[config.mk]
export PLATFORM = sky130hd
export DESIGN_NAME = osc_ready_seq
export DESIGN_NICKNAME = d
export VERILOG_FILES = /design/src/rtl/osc_seq_pkg.sv /design/src/rtl/osc_ch_fsm.sv /design/src/rtl/osc_ready_seq.sv
export SDC_FILE = /design/constraint.sdc
export NUM_CORES = 1
export LEC_CHECK = 0
export ABC_AREA = 1
export BUFFER_PORTS_ARGS = -buffer_cell sky130_fd_sc_hd__buf_2
export CAP_MARGIN = 0
export CORE_ASPECT_RATIO = 1.75
export CORE_MARGIN = 4
export CORE_UTILIZATION = 47
export DETAILED_ROUTE_END_ITERATION = 8
export GPL_TIMING_DRIVEN = 0
export HOLD_SLACK_MARGIN = 0.05
export PLACE_DENSITY = 0.79
export SYNTH_ARGS = -nofsm -noshare
export SYNTH_HDL_FRONTEND = slang
export SYNTH_SLANG_ARGS = --single-unit
[constraint.sdc]
create_clock -name HCLK -period 2.9 [get_ports HCLK]
set_input_delay 0.29 -clock HCLK [delete_from_list [all_inputs] [get_ports HCLK]]
set_output_delay 0.29 -clock HCLK [all_outputs]
set_load 0.02 [all_outputs]
[src/rtl/osc_seq_pkg.sv]
// Shared types and default sizing for the oscillator ready sequencer.
package osc_seq_pkg;

    localparam int DEF_NCH   = 2;
    localparam int DEF_CNT_W = 16;

    typedef enum logic [1:0] {
        OFF,
        WAIT,
        SETTLE,
        READY
    } osc_state_e;

endpackage

[src/rtl/osc_ch_fsm.sv]
// One oscillator channel: request / grant / settle-count / ready sequencing
// with registered status outputs.
module osc_ch_fsm
    import osc_seq_pkg::*;
#(
    parameter int CNT_W = DEF_CNT_W
) (
    input  logic             clk,
    input  logic             rst,
    input  logic             en,
    input  logic             grant,
    input  logic [CNT_W-1:0] settle_cnt,
    output logic             is_wait,
    output logic             is_settle,
    output logic             slot_held,
    output logic             osc_en,
    output logic             rdy
);

    osc_state_e       state, state_d;
    logic [CNT_W-1:0] cnt, cnt_d;
    logic             osc_en_d, rdy_d;

    // NOTE: sequential state uses non-blocking assignments so every flop
    // samples the pre-edge values regardless of statement order.
    always_ff @(posedge clk) begin
        if (rst) begin
            state  <= OFF;
            cnt    <= '0;
            osc_en <= 1'b0;
            rdy    <= 1'b0;
        end else begin
            state  <= state_d;
            cnt    <= cnt_d;
            osc_en <= osc_en_d;
            rdy    <= rdy_d;
        end
    end

    // NOTE: defaults at the top of the block keep every path assigned,
    // so no latch is inferred for state_d or cnt_d.
    always_comb begin
        state_d = state;
        cnt_d   = cnt;
        if (!en) begin
            state_d = OFF;
        end else begin
            unique case (state)
                OFF:    state_d = WAIT;
                WAIT: begin
                    if (grant) begin
                        state_d = SETTLE;
                        cnt_d   = settle_cnt;
                    end
                end
                SETTLE: begin
                    if (cnt == '0) state_d = READY;
                    else           cnt_d   = cnt - CNT_W'(1);
                end
                READY:  state_d = READY;
            endcase
        end
    end

    // A channel on its last settle count frees the stagger slot early so the
    // next waiter enters SETTLE on the same edge this one reaches READY.
    always_comb begin
        is_wait   = (state == WAIT);
        is_settle = (state == SETTLE);
        slot_held = (state == SETTLE) && (cnt != '0);
        osc_en_d  = (state == SETTLE) || (state == READY);
        rdy_d     = (state == READY);
    end

endmodule

[src/rtl/osc_ready_seq.sv]
// Multi-channel oscillator ready sequencer: per-channel FSMs plus the
// parallel / staggered settle grant arbiter.
module osc_ready_seq #(
    parameter int NCH   = osc_seq_pkg::DEF_NCH,
    parameter int CNT_W = osc_seq_pkg::DEF_CNT_W
) (
    input  logic                 HCLK,
    input  logic                 RESET,
    input  logic [NCH-1:0]       EN,
    input  logic [NCH*CNT_W-1:0] SETTLE,
    input  logic                 STAGGER,
    output logic [NCH-1:0]       OSC_EN,
    output logic [NCH-1:0]       RDY,
    output logic                 BUSY
);

    logic [NCH-1:0] wait_vec;
    logic [NCH-1:0] settle_vec;
    logic [NCH-1:0] held_vec;
    logic [NCH-1:0] grant;

    // Staggered mode isolates the lowest-index waiter (v & ~(v-1)) and only
    // while no channel still holds the settle slot.
    always_comb begin
        if (!STAGGER)
            grant = wait_vec;
        else if (|held_vec)
            grant = '0;
        else
            grant = wait_vec & ~(wait_vec - NCH'(1));
    end

    always_ff @(posedge HCLK) begin
        if (RESET) BUSY <= 1'b0;
        else       BUSY <= |settle_vec;
    end

    for (genvar i = 0; i < NCH; i++) begin : g_ch
        osc_ch_fsm #(
            .CNT_W (CNT_W)
        ) u_ch (
            .clk        (HCLK),
            .rst        (RESET),
            .en         (EN[i]),
            .grant      (grant[i]),
            .settle_cnt (SETTLE[i*CNT_W +: CNT_W]),
            .is_wait    (wait_vec[i]),
            .is_settle  (settle_vec[i]),
            .slot_held  (held_vec[i]),
            .osc_en     (OSC_EN[i]),
            .rdy        (RDY[i])
        );
    end

endmodule
==> Word level (Yosys, flattened, before mapping) <==
Cells that the tools add are included.
{ "word_totals": {"register_bits": 41, "elab_cells": 62, "input_bits": 37, "out_inout_bits": 5} }
{ "op_classes": {"eq_ne": 12, "bitwise_logic": 4, "mux": 14, "reduce_logical": 20, "add_sub_neg": 3} }
{ "ops": {"columns": ["op", "n"], "rows": [
  ["$mux 16", 4],
  ["$pmux 16 s2", 2],
  ["$logic_not 16->1", 2],
  ["$reduce_bool 16->1", 2],
  ["$sub 16x1->16 const B", 2],
  ["$pmux 2 s4", 2],
  ["$mux 2", 6],
  ["$ne 2x2->1 const B", 6],
  ["$eq 2x2->1 const B", 4],
  ["$reduce_and 4->1", 2],
  ["$reduce_or 2->1", 4],
  ["$eq 2x1->1 const B", 2],
  ["$logic_not 2->1", 2],
  ["$reduce_and 2->1", 2],
  ["$reduce_bool 2->1", 2],
  ["$and 2x2->2", 1],
  ["$logic_and 1x1->1", 2],
  ["$logic_or 1x1->1", 2],
  ["$not 1->1", 2],
  ["$not 2->2", 1],
  ["$sub 2x1->2 const B", 1]
]} }

==> Depth between registers and ports, before layout <==
Gate-level depths: netlist of the first run.
{ "depth": {"ltp_word": 8, "depth_mapped": 13, "mapped_depth_nobuf": 12} }

==> Modules after synthesis <==
Synthesis of the first run repeated with hierarchy kept, for this count alone.
{ "hier_totals": {"cells_unflattened": 503, "hier_area_um2": 2837.7} }
{ "modules_own_cells": {"columns": ["mod", "cells_each", "seq_area_each_um2", "n_inst", "area_per_inst_um2"], "rows": [
  ["osc_ch_fsm", 246, 400.4, 2, 1390.1],
  ["osc_ready_seq", 11, 20.0, 1, 57.6]
]} }

==> Least setup slack after synthesis of the first run <==
Ideal clock, no wire load.
{ "synth_path": {"path_kind": "reg-to-reg", "start": "reg g_ch[0].u_ch.cnt[0]", "end": "reg g_ch[0].u_ch.cnt[2]", "path_slack_ns": 1.342, "period_less_slack_ns": 1.558, "path_buffers": 1, "setup_time_ns": 0.115, "arrival_ns": 1.443, "t_required_ns": 2.785, "stages_incl_launch_ff": 12, "path_cell_list": "dfxtp_1 -> inv_1 -> ha_1 -> nand2_2 -> nor2_4 -> nand3_2 -> nand2_2 -> nor2_4 -> buf_2 -> nand3_1 -> nand2_1 -> nor2_1"} }
{ "synth_between": {"elab_chain_len": 7, "word_cells_on_any_way": 12, "cone_classes": "add/sub: 1; eq/ne: 2; mux: 4; reduce/logical: 5"} }
{ "synth_rtl": {"columns": ["item", "line_no", "source"], "rows": [
  ["start, declared", "osc_ch_fsm.sv:21", "logic [CNT_W-1:0] cnt, cnt_d;"],
  ["start signal, assigned", "osc_ch_fsm.sv:34", "cnt <= cnt_d;"],
  ["parallel branches: the longest is 7 deep, another holds $sub 16x1->16", null, null]
]} }
Parallel ways; which one is timed is not known. The select of a mux whose other input is x is not followed.
A chain may end at the register's enable or synchronous reset.

==> Worst setup path after layout of the first run <==
Ends and elaborated chain as after synthesis.

==> results of run 1 <==
[worst paths after layout]
kind	depth (start not counted)	slack, ns	from	to
min reg2reg	2	0.45	g_ch[1].u_ch.state[1]	g_ch[1].u_ch.rdy
max reg2reg	11	1.05	g_ch[0].u_ch.cnt[0]	g_ch[0].u_ch.cnt[2]
max	11	1.05	g_ch[0].u_ch.cnt[0]	g_ch[0].u_ch.cnt[2]
min	2	0.22	RESET	BUSY
[cell usage after synthesis, types with 2 or more instances]
master / n
nand2_1: 151
nor2_1: 98
inv_1: 45
dfxtp_1: 41
nand3_1: 32
a21oi_1: 25
o21ai_0: 24
buf_2: 8
nor2_2: 8
nand2_2: 7
buf_4: 6
nand3b_1: 5
clkbuf_1: 4
ha_1: 4
nand2_4: 3
or2_2: 3
buf_6: 2
nand4_1: 2
nor2_4: 2
o21bai_1: 2
o31ai_1: 2
xor2_1: 2
[registers in the layout (all words and copies together), names as in the netlist]
register	count
g_ch.u_ch.cnt	32
g_ch.u_ch.state	4
g_ch.u_ch.osc_en	2
BUSY	1
g_ch.u_ch.rdy	2
[metal layers]
metal  wire [microns]  track usage, %  vias to the layer above
li1                 -               -                     1602
met1             2730            21.2                     1347
met2             4040            39.8                       83
met3              358            2.74                        6
met4               57            8.01                        0
met5                0               0                        -
[power by group through the flow]
stage | clock, W | sequential [W] | combinational [W]
after floorplan | 0 | 0.000637 | 0.000350
after global placement | 0 | 0.000644 | 0.000438
after detailed placement | 0 | 0.000645 | 0.000450
after CTS | 0.000507 | 0.000632 | 0.000454
after global routing | 0.000526 | 0.000638 | 0.000527
final | 0.000496 | 0.000633 | 0.000457
[cells in the final DEF (no fill, tap or decap), types with 2 or more instances in the layout]
cell type | netlist | routed
buf_6 | 2 | 2
ha_1 | 4 | 4
clkbuf_1 | 4 | 4
buf_2 | 8 | 49
nand2_1 | 151 | 151
or2_2 | 3 | 3
nor2_2 | 8 | 8
nor2_4 | 2 | 2
nand2_2 | 7 | 7
xor2_1 | 2 | 2
o21ai_0 | 24 | 24
nand4_1 | 2 | 2
nor2_1 | 98 | 98
nand2_4 | 3 | 3
a21oi_1 | 25 | 25
buf_4 | 6 | 6
dfxtp_1 | 41 | 41
nand3_1 | 32 | 32
o21bai_1 | 2 | 2
inv_1 | 45 | 45
nand3b_1 | 5 | 5
o31ai_1 | 2 | 2
clkbuf_8 | 0 | 6
[logic make-up after synthesis]
group	synth area share [%]
adder cells (fa/ha/maj)	1.76
buffers and inverters	10.5
XOR/XNOR	0.616
AO/OA/AOI/OAI	10.6
multiplexers	0.352
flip-flops	28.9
AND/OR/NAND/NOR	47.3
[final cells by class]
cell class	instances	area share, %
Inverter	47	5.40
Clock buffer	6	2.53
Timing Repair Buffer	41	6.28
Multi-Input combinational cell	377	52.8
Tap cell	78	2.99
Sequential cell	41	25.1
Buffer	20	3.75
Clock inverter	2	1.15
[metrics by stage]
stage | util, % | area, sq um | power [W] | hold WS [ns] | instances
after floorplan | - | 2840 | 0.000987 | 0.359 | 485
final | 55.6 | 3270 | 0.00159 | 0.216 | 612
after global routing | 55.6 | 3270 | 0.00169 | 0.231 | 612
after global placement | 53.5 | 3150 | 0.00108 | 0.427 | 604
after CTS | 55.6 | 3270 | 0.00159 | 0.214 | 612
after detailed placement | 53.5 | 3150 | 0.00109 | 0.432 | 604
==> impl_metrics.yaml, run 1 <==
clock_network:
  post_cts_buffers: 0
  hold_buffers: 0
  cts_tree: "yes"
  insertion_delay_ns: 0.30
  clock_sinks: 41
  clk_pin_slew_ns: 0.09
  numCtsBuffers: 5
  cts_resized: 0
  clk_path_buf_depth: 2
  cts_root_buffer: "clkbuf_8"
  htreeDepth: 2
timing:
  fin_setup_tns_ns: 0
  rsz0062_at_grt: "false"
  worst_pin_slew_ns: 0.568
  hold_viol: 0
  fin_ws_ns: 1.05
  slew_headroom_pct: 62.1
  finClkSkew_ns: 0.00528
  drv_slew: 0
  finalCritPeriodShare_pct: 63.8
  setup_violations: 0
  period_needed_ns: 1.85
  fmax_ghz: 0.541
cells_and_area:
  num-nets-final: 574
  regArea_sq_um: 821
  diodes: 0
  syn2layout_area_growth_pct: 14.9
  multi_input_area_sq_mm: 0.00172
  nFillCells: 611
  layout-drive-gt1-share_pct: 17.2
flow_run:
  max_cap_viol_count: 0
power:
  powerDensity_mw_per_mm2: 485
  p_comb_share_pct: 28.8
  intPower_w: 0.00105
  ir_worst_vdd_v: 0.000243
  p_leak_nw: 1.74
  p_seq_share_pct: 39.9
  p_switching_w: 0.000540
  switching_share_pct: 34.0
  clkPwrFrac_pct: 31.3
hold_path:
  hold_class: "input port to register"
worst_setup_path:
  cp_slowest_cell: "dfxtp_1"
  worstPathRequired_ns: 3.10
  path_max_fanout: 10
  critPathCaptureType: "register"
  worstSetupPathType: "register to register"
  worstPathCellList: "inv_1 -> ha_1 -> nand2_2 -> nor2_4 -> nand3_2 -> nand2_2 -> nor2_4 -> buf_2 -> nand3_1 -> nand2_1 -> nor2_1"
  path_delay_family: "simple AND/OR/NAND/NOR gates"
  max_stage_delay_ns: 0.40
  cp-start-kind: "register"
  critPathArrivalTime_ns: 2.05
  crit_buf_inv: 2
logic_synthesis:
  synth_nets: 526
  synth-main-ff-cell: "dfxtp_1"
  synth-warning-count: 0
  synth_area_leaders: "dfxtp_1 (29%), nand2_1 (20%), nor2_1 (13%)"
  synth_top_area_share_pct: 28.9
  synth.distinct_cells: 31
  synthArstFlopShare_pct: 0
  synth-seq-cells: 41
  yosysSeqAreaShare_pct: 28.9
  synth_edf_count: 0
  synth_area_leader_cell: "dfxtp_1"
  synth_cells: 485
  synth_area_sq_mm: 0.00284
  syn_avg_cell_area_sq_um: 5.86
detailed_routing:
  avgViaCountPerCell: 4.96
  wl_per_cell_microns: 11.7
  wirelength_microns: 7190
  num_vias: 3038
  drt_first_pass_iters: 5
  route.antenna.remaining_nets: 0
  drc_errors: 0
  drtIter0Drc: 197
die:
  dieArea_sq_mm: 0.00741
  start_util_pct: 48.4
  rows: 37
  die_w_microns: 66.8
  core_sq_mm: 0.00588
  die_h_microns: 111
  io_pins: 42
global_route:
  grt_pass1_wl_microns: 12300
  grt_remaining_overflow: 0
  antenna_found_initial: 0
  grt_max_degree: 14
  grt_use_total_pct: 20.7
  grt_pass1_vias: 2985
placement:
  port_buffers: 41
  dpl_worst_slack_ns: 1.07
  dp_hpwl_microns: 5460
  place_congestion: 0.967
status:
  status: "finished, final reports clean"
Power figures use the tool's default switching activity.
==> run 2: changes to the inputs <==
- ABC_AREA: 1 -> 0
- PLACE_DENSITY: 0.79 -> 0.82
- clock period: 2.9 -> 1.6 ns (I/O delays scaled with it)
==> run 2 against run 1 <==
The flow now finishes with violations (setup timing); setup slack lost 1.5 ns; total power grew 100%; critical path depth shrank 5; combinational power grew to 2.7 times the previous value; largest cell class unchanged; wire length grew 44%; via count grew 8.9%; clock power grew 60%; sequential cell count is the same; global-route usage grew 6.1 points; die area shrank 2.6%; first-iteration DRC count grew 100%; non-clock buffer count grew 29.
==> impl_metrics.yaml, run 2 <==
timing:
  fin_ws_ns: -0.476
  setup_violations: 36
  finClkSkew_ns: 0.0159
  drv_slew: 0
  period_needed_ns: 2.08
  fmax_ghz: 0.482
  fin_setup_tns_ns: -14.18
  rsz0062_at_grt: "true"
  finalCritPeriodShare_pct: 130
  worst_pin_slew_ns: 0.778
  slew_headroom_pct: 48.1
  hold_viol: 0
die:
  rows: 36
  start_util_pct: 49.1
  dieArea_sq_mm: 0.00722
  die_w_microns: 66.0
  die_h_microns: 109
  io_pins: 42
  core_sq_mm: 0.00563
placement:
  port_buffers: 41
  dp_hpwl_microns: 6280
  dp.cells: 450
  place_congestion: 0.920
  placed_area_sq_mm: 0.00312
hold_path:
  holdPathStages: 3
  holdPathEnd: "g_ch[0].u_ch.cnt[0]"
  hold_class: "input port to register"
  worstHoldStart: "SETTLE[0]"
detailed_routing:
  route.antenna.remaining_nets: 0
  avgViaCountPerCell: 6.85
  drtIter0Drc: 395
  drt_first_pass_iters: 5
  num_vias: 3308
  drc_errors: 0
  wirelength_microns: 10300
  wl_per_cell_microns: 21.4
logic_synthesis:
  synth_most_common_cell: "dfxtp_1"
  yosysSeqAreaShare_pct: 29.7
  synthArstFlopShare_pct: 0
  synth_edf_count: 0
  synth_cells: 333
  synth_area_leader_cell: "dfxtp_1"
  synth_area_leaders: "dfxtp_1 (30%), a21oi_1 (5.1%), nand2_1 (4.2%)"
  synth_commonest_cells: "dfxtp_1 (41), nand2_1 (31), a21oi_1 (28)"
  syn_avg_cell_area_sq_um: 8.30
  synth_area_sq_mm: 0.00276
  synth_top_area_share_pct: 29.7
  synth-seq-cells: 41
  synth.distinct_cells: 65
  synth-main-ff-cell: "dfxtp_1"
  synth-warning-count: 0
  synth_nets: 374
global_route:
  grt_use_total_pct: 26.8
  grt_pass1_vias: 3151
  busiest_layer: "met2"
  grt_util_met1_pct: 26.3
  use_met2_pct: 48.4
  grt_max_degree: 13
  grt_pass1_wl_microns: 14900
  antenna_found_initial: 0
  grt_remaining_overflow: 0
  grt.met3_usage_pct: 4.40
worst_setup_path:
  r2r-end: "g_ch[0].u_ch.cnt[6]"
  worstSetupPathType: "register to register"
  worstPathRequired_ns: 1.78
  path_max_fanout: 10
  worstPathCellList: "nor2b_1 -> buf_2 -> nand3_2 -> buf_2 -> a21oi_1 -> o32ai_2"
  cp-start-kind: "register"
  crit_top_cell: "buf_2"
  r2r_slack_ns: -0.48
  critPathCaptureType: "register"
  cp_slowest_cell: "dfxtp_1"
  reg2reg_from: "g_ch[0].u_ch.state[1]"
  max_stage_delay_ns: 0.49
  critPathArrivalTime_ns: 2.25
  rr_worst_depth: 6
cells_and_area:
  largest_reg_flops: 32
  num-nets-final: 447
  multi_input_area_sq_mm: 0.00213
  largest_registers: "g_ch.u_ch.cnt: 32 flops, g_ch.u_ch.state: 4 flops"
  final_cell_mix: "buf_2 (44), dfxtp_1 (33), nand2_1 (30)"
  syn2layout_area_growth_pct: 37.9
  diodes: 0
  layout-drive-gt1-share_pct: 39.6
  regArea_sq_um: 836
  final_area_sq_mm: 0.00381
  nFillCells: 431
  instances_no_fill: 483
  largest-register: "g_ch.u_ch.cnt"
  final_common_cell: "buf_2"
  fin_util_pct: 67.7
clock_network:
  clock_sinks: 41
  insertion_delay_ns: 0.31
  clk_pin_slew_ns: 0.09
  htreeDepth: 2
  cts_tree: "yes"
  clk_path_buf_depth: 2
  numCtsBuffers: 5
  cts_root_buffer: "clkbuf_8"
power:
  power_w: 0.00319
  powerDensity_mw_per_mm2: 836
  ir_worst_vdd_v: 0.000543
  p_leak_nw: 1.49
status:
  status: "finished, violations left"
  failed_checks: "setup timing"
flow_run:
  max_cap_viol_count: 0
==> run 2: cell count changes after synthesis, sizes merged, moves of 7 or more <==
| cell | change |
|---|---|
| nand4 | +8 |
| inv | -31 |
| nand2 | -129 |
| clkbuf | +11 |
| o311ai | +11 |
| a31oi | +7 |
| nor3 | +9 |
| nand3 | -19 |
| o21ai | -9 |
| o32ai | +14 |
| nor2 | -82 |
==> run 2: final cells by class <==
type	count	area share, %
clock buffer	7	2.53
clock inverter	1	0.131
buffer	24	3.84
timing repair buffer	66	11.5
inverter	15	1.54
sequential	41	21.9
tap	76	2.50
multi-input combinational	253	56.0
==> run 2: kinds of logic after synthesis <==
family | count (synthesis) | synth area share (%)
compound gates | 121 | 35.6
buf+inv | 40 | 6.84
simple gates | 127 | 26.0
flops | 41 | 29.7
fa+ha+maj | 4 | 1.81
==> run 2: critical path: cells and delay by family, from the launching register on <==
kind	cells	cell delay (ns)
AOI/OAI and AO/OA	2	0.38
and+or+nand+nor	2	0.49
buffers and inverters	2	0.59
DFF	1	0.49
==> run 2: how the worst max path moves through the flow <==
| stage | startpoint | to | slack (ns) | cells past startpoint |
|---|---|---|---|---|
| after global routing | g_ch[1].u_ch.cnt[8] | g_ch[1].u_ch.cnt[8] | -0.51 | 6 |
| final | g_ch[0].u_ch.state[1] | g_ch[0].u_ch.cnt[6] | -0.48 | 6 |
| after CTS | g_ch[1].u_ch.cnt[10] | g_ch[0].u_ch.cnt[12] | -0.47 | 7 |
| after floorplan | g_ch[1].u_ch.cnt[8] | g_ch[0].u_ch.cnt[12] | -0.40 | 7 |
| after global placement | g_ch[0].u_ch.state[1] | g_ch[0].u_ch.cnt[6] | -0.69 | 6 |
| after detailed placement | g_ch[0].u_ch.state[1] | g_ch[0].u_ch.cnt[6] | -0.73 | 6 |
==> run 2: metrics by stage <==
step / setup slack, ns / hold slack [ns]
floorplan: -0.404 / 0.303
CTS: -0.467 / 0.143
detailed placement: -0.733 / 0.446
global route: -0.509 / 0.155
global placement: -0.694 / 0.432
finish: -0.476 / 0.126
==> run 2: layer usage <==
layer / vias to the layer above / routed length, microns
li1: 1442 / -
met2: 229 / 5360
met5: - / 0
met1: 1534 / 3270
met3: 103 / 777
met4: 0 / 910
==> run 2: what timing repair did <==
action	4_1_cts	5_1_grt
setup buffers	14	7
gates cloned	5	0
hold buffers	0	0
endpoints found under the setup margin	37	37
gates resized for setup	44	43
hold endpoints to repair	0	0
pin swaps	15	27
==> run 2: where the power goes <==
part / internal (W) / switching (W)
clock network: 0.000391 / 0.000401
registers: 0.00108 / 0.0000811
logic: 0.000533 / 0.000702
total: 0.00200 / 0.00118
